==> config.mk <==
export PLATFORM = sky130hd
export DESIGN_NAME = channel_burst_injector
export DESIGN_NICKNAME = d
export VERILOG_FILES = /design/src/rtl/channel_burst_injector_pkg.sv /design/src/rtl/channel_burst_injector_lfsr32.sv /design/src/rtl/channel_burst_injector.sv
export SDC_FILE = /design/constraint.sdc
export NUM_CORES = 1
export LEC_CHECK = 0
export CAP_MARGIN = 20
export CORE_MARGIN = 2
export CORE_UTILIZATION = 25
export CTS_BUF_LIST = sky130_fd_sc_hd__clkbuf_4 sky130_fd_sc_hd__clkbuf_8
export CTS_CLUSTER_SIZE = 20
export DETAILED_ROUTE_END_ITERATION = 12
export PLACE_DENSITY = 0.48
export SYNTH_ARGS = -nofsm -noshare
export SYNTH_HDL_FRONTEND = slang
export SYNTH_SLANG_ARGS = --single-unit
export TNS_END_PERCENT = 50
==> constraint.sdc <==
create_clock -name clk -period 3.3 [get_ports clk]
set_input_delay 0.66 -clock clk [delete_from_list [all_inputs] [get_ports clk]]
set_output_delay 0.66 -clock clk [all_outputs]
set_load 0.005 [all_outputs]
==> src/rtl/channel_burst_injector_pkg.sv <==
`default_nettype none
// ============================================================================
// Module      : viterbi_chan_pkg
// Description : Shared types and constants for the coded-symbol channel model
//               sitting between the convolutional encoder and the Viterbi
//               decoder.
// Revision    : 1.0 - initial release
// ============================================================================
package viterbi_chan_pkg;

  localparam int          SYM_W     = 2;
  localparam logic [31:0] LFSR_POLY = 32'h80200003;

  typedef logic [SYM_W-1:0] sym_t;

  typedef enum logic [0:0] {
    IDLE  = 1'b0,
    BURST = 1'b1
  } chan_state_t;

  // Number of set bits in a symbol-wide mask.
  function automatic logic [1:0] sym_popcount(input sym_t m);
    return {1'b0, m[1]} + {1'b0, m[0]};
  endfunction

endpackage
`default_nettype wire

==> src/rtl/channel_burst_injector_lfsr32.sv <==
`default_nettype none
// ============================================================================
// Module      : lfsr32
// Description : 32-bit right-shifting Galois LFSR that steps only when adv is
//               high. An all-zero seed would lock up, so it is replaced by 1.
// Revision    : 1.0 - initial release
// ============================================================================
module lfsr32
  import viterbi_chan_pkg::*;
#(
  parameter logic [31:0] SEED = 32'h1
) (
  input  logic        clk,
  input  logic        rst,
  input  logic        adv,
  output logic [31:0] state
);

  localparam logic [31:0] c_seed = (SEED == 32'h0) ? 32'h1 : SEED;

  logic [31:0] r_state;
  logic [31:0] w_next;

  // Galois step: shift right, fold the polynomial in when a one drops out.
  always_comb begin
    w_next = {1'b0, r_state[31:1]};
    if (r_state[0]) begin
      w_next = w_next ^ LFSR_POLY;
    end
  end

  // State register, advanced once per accepted symbol.
  always_ff @(posedge clk or negedge rst) begin
    if (!rst) begin
      r_state <= c_seed;
    end else if (adv) begin
      r_state <= w_next;
    end
  end

  assign state = r_state;

endmodule
`default_nettype wire

==> src/rtl/channel_burst_injector.sv <==
`default_nettype none
// ============================================================================
// Module      : channel_burst_injector
// Description : One-stage channel model that forwards 2-bit coded symbols and
//               overlays burst errors triggered by an LFSR or a force pulse.
//               Also accumulates windowed symbol / flipped-bit statistics.
// Revision    : 1.0 - initial release
// ============================================================================
module channel_burst_injector
  import viterbi_chan_pkg::*;
#(
  parameter int unsigned N         = 4,
  parameter int unsigned BURST_MAX = 4,
  parameter logic [31:0] SEED      = 32'h1,
  parameter int unsigned WINDOW    = 256
) (
  input  logic        clk,
  input  logic        rst,
  input  logic        valid_i,
  input  logic [1:0]  sym_i,
  input  logic        inject_en_i,
  input  logic        force_i,
  input  logic [3:0]  burst_len_i,
  input  logic [1:0]  err_mask_i,
  output logic        valid_o,
  output logic [1:0]  sym_o,
  output logic [1:0]  err_o,
  output logic [15:0] word_ct_o,
  output logic [15:0] bad_bit_ct_o,
  output logic        window_done_o
);

  // Low N bits of the LFSR must all be ones to fire a random burst.
  localparam logic [31:0] c_trig_mask = (32'h1 << N) - 32'h1;
  localparam logic [3:0]  c_len_max   = 4'(BURST_MAX);
  localparam logic [15:0] c_window    = 16'(WINDOW);

  chan_state_t r_state;
  logic [3:0]  r_rem;
  logic        r_valid;
  sym_t        r_sym;
  sym_t        r_err;
  logic [15:0] r_word_ct;
  logic [15:0] r_bad_ct;

  logic [31:0] w_lfsr;
  logic [3:0]  w_len;
  logic        w_lfsr_hit;
  logic        w_trigger;
  logic        w_corrupt;
  sym_t        w_mask;

  lfsr32 #(
    .SEED (SEED)
  ) u_lfsr (
    .clk   (clk),
    .rst   (rst),
    .adv   (valid_i),
    .state (w_lfsr)
  );

  // Trigger decode and the mask applied to the current symbol.
  always_comb begin
    w_len      = (burst_len_i > c_len_max) ? c_len_max : burst_len_i;
    // Bits outside the trigger field are forced to one so only the field matters.
    w_lfsr_hit = &(w_lfsr | ~c_trig_mask);
    w_trigger  = valid_i && (r_state == IDLE) && (w_len != 4'd0) &&
                 (force_i || (inject_en_i && w_lfsr_hit));
    w_corrupt  = valid_i && ((r_state == BURST) || w_trigger);
    w_mask     = w_corrupt ? err_mask_i : 2'b00;
  end

  // Burst FSM; length is captured only at trigger time, so a burst never extends.
  always_ff @(posedge clk or negedge rst) begin
    if (!rst) begin
      r_state <= IDLE;
      r_rem   <= 4'd0;
    end else if (valid_i) begin
      case (r_state)
        IDLE: begin
          if (w_trigger) begin
            r_rem   <= w_len - 4'd1;
            r_state <= (w_len > 4'd1) ? BURST : IDLE;
          end
        end
        BURST: begin
          r_rem <= r_rem - 4'd1;
          if (r_rem == 4'd1) begin
            r_state <= IDLE;
          end
        end
        default: begin
          r_state <= IDLE;
          r_rem   <= 4'd0;
        end
      endcase
    end
  end

  // Output stage: idle cycles present an all-zero symbol and mask.
  always_ff @(posedge clk or negedge rst) begin
    if (!rst) begin
      r_valid <= 1'b0;
      r_sym   <= 2'b00;
      r_err   <= 2'b00;
    end else begin
      r_valid <= valid_i;
      r_sym   <= valid_i ? (sym_i ^ w_mask) : 2'b00;
      r_err   <= w_mask;
    end
  end

  // Windowed statistics, frozen once the window is full until the next reset.
  always_ff @(posedge clk or negedge rst) begin
    if (!rst) begin
      r_word_ct <= 16'd0;
      r_bad_ct  <= 16'd0;
    end else if (valid_i && (r_word_ct < c_window)) begin
      r_word_ct <= r_word_ct + 16'd1;
      r_bad_ct  <= r_bad_ct + {14'd0, sym_popcount(w_mask)};
    end
  end

  assign valid_o       = r_valid;
  assign sym_o         = r_sym;
  assign err_o         = r_err;
  assign word_ct_o     = r_word_ct;
  assign bad_bit_ct_o  = r_bad_ct;
  assign window_done_o = (r_word_ct == c_window);

endmodule
`default_nettype wire

# Word-level counts from Yosys, hierarchy flattened
# Index checks and enable logic that the tools add are counted.
# classes
n_addsub	5
multipliers	0
n_div	0
n_lt_le_gt_ge	3
eq_ne	3
shift	0
mux	10
bitwise	3
n_reduce_logical	11
# ops
cell	count
two-way mux 32 bit	1
adder 16 x 1 -> 16 bit (second input constant)	1
adder 16 x 2 -> 16 bit	1
== test 16 x 9 -> 1 bit (second input constant)	1
< comparator 16 x 9 -> 1 bit (second input constant)	1
two-way mux 4 bit	2
case mux 4 bit (2 select lines)	1
subtractor 4 x 1 -> 4 bit (second input constant)	2
logical AND 1 bit	6
== test 4 x 1 -> 1 bit (second input constant)	1
greater-than comparator 4 x 1 -> 1 bit (second input constant)	1
greater-than comparator 4 x 3 -> 1 bit (second input constant)	1
two-way mux 2 bit	2
NOT 3 -> 4 bit	1
AND reduction 4 bit	1
nonzero test 4 bit	1
two-way mux 1 bit	3
adder 1 x 1 -> 2 bit	1
logical OR 1 bit	2
!= test 2 bit (second input constant)	1
case mux 1 bit (2 select lines)	1
AND reduction 2 bit	1
bitwise XOR 2 bit	1
NOT 1 bit	1
# totals
ff_bits	74
latch_bits	0
mem_bits_rw	0
mem_bits_ro	0
inputBits	13
output_inout_bits	38
elab_cells	43
memories	0

# Depth between registers and ports, before layout
# logic_depth
ltp_word	10
depth_mapped	13
mapped_depth_nobuf	13

# Hierarchy
# From an unflattened synthesis, not the netlist that was laid out.
# hier_totals
hier_cells	288
area_unflattened_um2	3623.5
# modules_own_cells
module	n_inst	cells_each	area_per_inst_um2	seq_area_each_um2
channel_burst_injector	1	186	2073.2	1051.0
lfsr32	1	102	1550.2	802.0

# Worst setup path after synthesis
# No wires, ideal clock.
# synth_timing
path_type	input -> register
start	input burst_len_i[2]
end	register r_bad_ct[10], in the netlist bad_bit_ct_o[10]
setup_time_ns	0.123
arrival_time_ns	2.992
required_ns	3.177
slack_ns	0.185
stages	13
path_buffers	0
path_cell_list	nor2_1 -> and2_1 -> inv_1 -> ha_1 -> ha_1 -> o21bai_1 -> and3_1 -> fa_1 -> ha_1 -> nand4b_1 -> nor4_2 -> nand4_1 -> xnor2_1
# synth_via
elab_chain_cells	10
# synth_lines
item	line	rtl
from (decl)	channel_burst_injector.sv:23	input logic [3:0] burst_len_i,
greater-than comparator 4 x 3 -> 1 bit	channel_burst_injector.sv:64	w_len = (burst_len_i > c_len_max) ? c_len_max : burst_len_i;
two-way mux 4 bit *	channel_burst_injector.sv:64	
nonzero test 4 bit *	channel_burst_injector.sv:67	w_trigger = valid_i && (r_state == IDLE) && (w_len != 4'd0) &&
logical AND 1 bit * (2 in a row)	channel_burst_injector.sv:67	
logical OR 1 bit *	channel_burst_injector.sv:69	w_corrupt = valid_i && ((r_state == BURST) || w_trigger);
logical AND 1 bit *	channel_burst_injector.sv:69	
two-way mux 2 bit *	channel_burst_injector.sv:70	w_mask = w_corrupt ? err_mask_i : 2'b00;
named net w_mask[0]	channel_burst_injector.sv:51	sym_t w_mask;
adder 1 x 1 -> 2 bit *	channel_burst_injector_pkg.sv:23	return {1'b0, m[1]} + {1'b0, m[0]};
adder 16 x 2 -> 16 bit *	channel_burst_injector.sv:120	r_bad_ct <= r_bad_ct + {14'd0, sym_popcount(w_mask)};
to (signal assigned)	channel_burst_injector.sv:120	
to (decl)	channel_burst_injector.sv:44	logic [15:0] r_bad_ct;
# The timed path passes the listed nets; every way through them passes the cells marked *.
# A chain may end at the register's enable or synchronous reset.

# Final worst setup path
# Ends and elaborated chain as after synthesis.

==> flow_summary_export.csv <==
group,metric,value,unit
route,met2_length,2.895,mm
clock_tree,h-tree-depth,3,
route,ant_nets,0,
layout,multi_input_area,1285,um^2
power_and_ir_drop,ir_drop,312.3,uV
clock_tree,cts-root-buf,"clkbuf_8",
layout,syn2layout_area_growth,29.52,%
sta,skew,0.009690,ns
global_routing,grt-ovfl-total,0,
sta,max_freq,322.4,MHz
synthesis,synth_compound_area_share,3.479,%
power_and_ir_drop,p_total,2850,uW
synthesis,syn-cell-area,3201,um^2
place,routabilityCongestion,0.7104,
place,hpwl,4.307,mm
worst_hold_path,hold_end,"word_ct_o[13]",
die,dieArea,13720,um^2
layout,nNetsFinal,332,
power_and_ir_drop,p_leak,0.001741,uW
route,wl_met1,2.885,mm
worst_setup_path,ff2ff_path_depth,11,
route,wl_met3,329,um
synthesis,yosys.area_share.simple,12.67,%
sta,relSlewSlack,38.46,%
place,placement.io_buffers,50,
place,pre_cts_ws,-0.3383,ns
synthesis,syn_nets,274,
sta,setup_viol,0,
synthesis,synthMuxAreaShare,12.20,%
layout,register_area,1853,um^2
clock_tree,numCtsBuffers,9,
worst_hold_path,hp-start,"word_ct_o[13]",
route,routedWlPerCell,12.79,um
route,drtIter0Drc,106,
synthesis,synth_top_area_share,57.08,%
clock_tree,cts_hold_buf,0,
synthesis,synth_xor_area_share,6.294,%
sta,setup_ws,0.1987,ns
global_routing,antenna_found_initial,0,
layout,fillCellCount,1281,
global_routing,grt_pass1_vias,2177,
synthesis,synthDistinctLibCells,41,
die,fp.dieH,117.1,um
worst_setup_path,cpLargestDelayFamily,"simple AND/OR/NAND/NOR gates",
synthesis,synth_cells,250,
layout,finalInstanceArea,4145,um^2
worst_setup_path,critPathBufInv,3,
worst_setup_path,r2r_slack,0.66,ns
synthesis,synth_adder_area_share,4.535,%
worst_setup_path,cp_slowest_cell,"clkdlybuf4s50_1",
die,ioPinCount,51,
worst_setup_path,worstSetupStartpointType,"input pin",
global_routing,grt_first_pass_wirelength,10.65,mm
route,routed_wirelength,6.205,mm
place,placed_area,3924,um^2
worst_setup_path,critPathArrivalTime,3.33,ns
route,route.top_layer_used,"met4",
sta,worst_pin_slew,0.9230,ns
worst_setup_path,crit_chain,"clkdlybuf4s50_1 -> nor2_2 -> and2_1 -> inv_1 -> ha_1 -> ha_1 -> o21bai_2 -> and3_4 -> fa_2 -> ha_4 -> nand4b_1 -> nor4_2 -> buf_4 -> nand4_1 -> xnor2_1",
synthesis,synth_top_family_by_area,"simple AND/OR/NAND/NOR gates",
global_routing,track_usage,10.21,%
worst_setup_path,reg2reg_to,"bad_bit_ct_o[10]",
worst_setup_path,worst-path-max-fanout,4,
die,die_w,117.1,um
synthesis,syn_area_per_cell,12.80,um^2
route,vias_per_cell,4.223,
synthesis,ys_warn_count,0,
run,cap_viol_max_count,0,
clock_tree,clk_latency,0.35,ns
worst_setup_path,crit_cells,15,
die,initial_core_util,25.47,%
synthesis,synth_area_leaders,"dfrtp_1 57%, mux2_2 11%, xnor2_1 5.5%",
layout,n_antenna_cell,0,
worst_setup_path,crit_type,"input pin to flop",
global_routing,grt_max_degree,75,
layout,drive_gt1_share,24.28,%
sta,fin_crit,3.101,ns
worst_setup_path,worstPathRequired,3.53,ns
route,drtPass1Iterations,4,
sta,slew_violations,0,
sta,tns,0,ns
route,drc,0,
worst_setup_path,crit_path_end_kind,"flop",
sta,fin_crit_sh,93.98,%
die,rows,41,
worst_setup_path,rr_startpoint,"u_lfsr.state[0]",
synthesis,ys_ff_latch,74,
synthesis,synth_top_area_cell,"dfrtp_1",
power_and_ir_drop,p_per_area,687.6,nW/um^2
run_status,status,"finished, final reports clean",
synthesis,yosysSeqAreaShare,57.90,%
worst_hold_path,worstHoldPathType,"flop to flop",
clock_tree,cts.clk_slew.worst_paths,0.08,ns
clock_tree,tritoncts,"built",
worst_setup_path,slowest_delay,0.43,ns
worst_setup_path,crit_top_cell,"ha_1",
sta,hold_viol,0,
clock_tree,clk_path_buf_depth,2,
route,vias,2048,
clock_tree,clock-sinks,74,
worst_hold_path,hold_depth,0,
die,core-area,12570,um^2
==> cell usage in the layout, fill, tap and decap left out, drive strengths merged, types with 4 or more instances in the layout <==
| cell type | count |
|---|---|
| and3 | 4 |
| buf | 14 |
| clkbuf | 13 |
| clkdlybuf4s50 | 48 |
| dfrtp | 73 |
| ha | 10 |
| inv | 9 |
| mux2 | 32 |
| nand2 | 20 |
| nand4 | 10 |
| nor2 | 8 |
| o21ai | 5 |
| xnor2 | 20 |
==> per-layer routing <==
metal | track usage (%) | vias to the layer above
met2 | 16.17 | 43
met3 | 3.605 | 8
met1 | 12.98 | 1013
li1 | - | 984
met5 | 0 | -
met4 | 3.529 | 0
==> worst max-delay path by stage <==
stage	from	end	slack, ns
6_report	burst_len_i[2]	bad_bit_ct_o[10]	0.20
5_1_grt	burst_len_i[2]	bad_bit_ct_o[10]	-0.005
4_1_cts	burst_len_i[2]	bad_bit_ct_o[10]	0.03
3_5_place_dp	burst_len_i[2]	bad_bit_ct_o[10]	-0.34
3_3_place_gp	burst_len_i[2]	bad_bit_ct_o[10]	-0.27
2_1_floorplan	burst_len_i[2]	bad_bit_ct_o[10]	0.18
==> timing repair <==
item	CTS	global route
endpoints found under the setup margin	0	4
gates resized for setup	0	7
setup buffers	0	2
==> synth_stat cells <==
cell	count
a2bb2oi_1	1
nor4_4	1
nor2_1	6
mux2_2	32
nor4_1	1
nand2_1	20
xnor2_1	20
clkbuf_1	14
nor4bb_1	1
nor2b_1	2
nand4b_1	3
o311a_1	1
a22o_1	1
mux2i_1	3
and4_1	3
ha_1	10
inv_1	9
nand2b_1	3
o211ai_1	1
nor3_1	1
o21ai_0	5
or4_4	2
nor4b_1	1
o21bai_1	2
nor3_2	1
nor4_2	1
nand4_1	10
and2_1	1
or3_1	1
a21oi_1	2
a221oi_1	1
and3_1	4
dfrtp_1	73
xor2_1	3
fa_1	1
nand3_1	3
dfstp_2	1
o41ai_1	1
buf_4	1
nor2_2	2
a41oi_1	1
==> cell type report <==
type                       instances  share of cell area, %
tap                              172                  5.192
inverter                           9                 0.8150
timing repair buffer              62                  14.07
sequential                        74                  44.70
clock inverter                     3                 0.3622
clock buffer                      13                  3.864
multi-input combinational        152                  31.00
==> cell families (layout without fill, tap and decap cells) <==
kind of cell | Yosys count | count (layout)
adders and majority gates | 11 | 11
muxes | 35 | 35
buffers and inverters | 24 | 87
and+or+nand+nor | 67 | 67
DFF | 74 | 74
xor gates and xnor gates | 23 | 23
AOI/OAI and AO/OA | 16 | 16
==> power breakdown <==
| group | leakage [uW] | internal (uW) | switching (uW) | total [uW] |
|---|---|---|---|---|
| registers | 0.000916 | 1220 | 239 | 1460 |
| logic | 0.000728 | 486 | 273 | 759 |
| clock network | 0.0000974 | 315 | 317 | 633 |
==> sequential cells by signal, indices dropped and copies added, names as in the netlist <==
| register | count |
|---|---|
| r_rem | 4 |
| u_lfsr.state | 32 |
| valid_o | 1 |
| bad_bit_ct_o | 16 |
| word_ct_o | 16 |
| sym_o | 2 |
| r_state | 1 |
| err_o | 2 |
==> metrics by stage <==
| stage | util (%) | std cells | hold slack [ns] |
|---|---|---|---|
| finish | 32.98 | 485 | 0.4027 |
| floorplan | - | 250 | 0.3644 |
| CTS | 32.61 | 483 | 0.4087 |
| detailed placement | 31.22 | 467 | 0.3901 |
| global placement | 31.22 | 467 | 0.3853 |
| global route | 32.98 | 485 | 0.4141 |
(Power assumes the default switching activity.)
==> RTL change: new RTL, config.mk and constraints unchanged <==
The output `valid_o` loses its register stage (`r_valid` becomes a continuous assignment).
--- a/src/rtl/channel_burst_injector.sv
+++ b/src/rtl/channel_burst_injector.sv
@@ -100,15 +100,15 @@
   // Output stage: idle cycles present an all-zero symbol and mask.
   always_ff @(posedge clk or negedge rst) begin
     if (!rst) begin
-      r_valid <= 1'b0;
       r_sym   <= 2'b00;
       r_err   <= 2'b00;
     end else begin
-      r_valid <= valid_i;
       r_sym   <= valid_i ? (sym_i ^ w_mask) : 2'b00;
       r_err   <= w_mask;
     end
   end
+
+  assign r_valid = valid_i;
 
   // Windowed statistics, frozen once the window is full until the next reset.
   always_ff @(posedge clk or negedge rst) begin
Behaviour: not the same (a bounded check fails within 4 cycles, from zero or initial values and one cycle with rst low).
==> RTL change against the original RTL <==
Via count is 0.59% lower; utilization is 0.20 points higher; wire length stayed put; clock skew is 0.0017 ns lower; fmax hardly changed; design area is 0.18% higher; power is 3.9% higher; register-to-register slack better by 0.07 ns; sequential cell count is 1 lower; synthesized area is 0.55% lower; global-route usage is 0.18 points lower; worst setup slack worse by 0.0017 ns; largest power group unchanged.
==> RTL change: results (changes against the original RTL) <==
Run status
  – Outcome: finished, final reports clean

Global routing
  – Fraction of met2 tracks used by global routing: 15.5% (-0.64 points)
  – Wire length of the first global-routing pass: 10.3 mm (-3.8%)
  – Global-route usage over all layers: 10.0% (-0.18 points)
  – Global Route met1 Usage: 12.6% (-0.37 points)
  – Grt met3 use: 3.66% (+0.051 points)
  – Maximum number of pins on one net before global-route repair: 74 (-1.3%)

Hold path
  – Type of the most critical hold path: in -> async

Cells and area
  – Area overhead of the layout relative to synthesis: 30.5%
  – Fraction of final layout cells with drive strength greater than 1: 22.8% (-1.5 points)
  – Final standard cell count with taps included and fillers excluded: 483 (-0.41%)

Timing
  – Portion of the clock cycle consumed by the worst path in the final layout: 94.0% (about the same)
  – Pin slew with the least headroom to its limit: 0.821 ns (-0.102 ns)
  – Setup skew after layout: 0.00803 ns (-0.00166 ns)
  – Post-Route Hold Slack: 0.318 ns (-0.0851 ns)

Placement
  – Final weighted congestion in routability-driven placement: 0.706 (-0.61%)

Setup path
  – Reg-to-reg setup timing slack: 0.73 ns (+0.07 ns)

Pwr
  – Leakage component of the power: 1.76 nW (+0.88%)
  – Logic pwr share: 24.8% (-1.8 points)

Routing
  – Routed vias: 2036 (-0.59%)
  – Routed met1 length: 2.85 mm (-1.1%)
  – Total met2 wirelength after detailed routing: 2.91 mm (+0.38%)
  – DRT iter0 DRCs: 128 (+21%)
  – Total wirelength of the detailed-routed design: 6.21 mm (unchanged)

Logic synthesis
  – Leading cell types by total area after synthesis: sky130_fd_sc_hd__dfrtp_1, sky130_fd_sc_hd__mux2_2, sky130_fd_sc_hd__xnor2_1, sky130_fd_sc_hd__ha_1, sky130_fd_sc_hd__nand2_1
  – Most frequent cells after synthesis: sky130_fd_sc_hd__dfrtp_1, sky130_fd_sc_hd__mux2_2, sky130_fd_sc_hd__nand2_1, sky130_fd_sc_hd__xnor2_1, sky130_fd_sc_hd__clkbuf_1
  – Syn avg cell area: 12.7 um2 (-0.55%)
-- RTL change: cell types whose count changed in the layout (fill, tap and decap cells not counted), sizes merged --
cell and delta:
buf -1, clkbuf +2, clkinv -3, dfrtp -1, bufinv +1
-- RTL change: final cells by class --
class | count | area share [%]
well taps | 172 | 5.18
multi-input cells | 152 | 30.3
repair buffers | 61 | 14.1
clock inverters | 1 | 0.723
inverters | 9 | 0.813
flip-flops and latches | 73 | 44.0
clock buffers | 15 | 4.82
-- RTL change: logic make-up (layout without fill, tap and decap cells) --
| logic type | count (synthesis) | after routing | synth area share [%] |
|---|---|---|---|
| AO/OA/AOI/OAI | 16 | 16 | 3.50 |
| buffers and inverters | 25 | 86 | 3.18 |
| flip-flops | 73 | 73 | 57.4 |
| multiplexers | 35 | 35 | 12.3 |
| AND/OR/NAND/NOR | 67 | 67 | 12.7 |
| XOR/XNOR | 23 | 23 | 6.33 |
| adder cells (fa/ha/maj) | 11 | 11 | 4.56 |
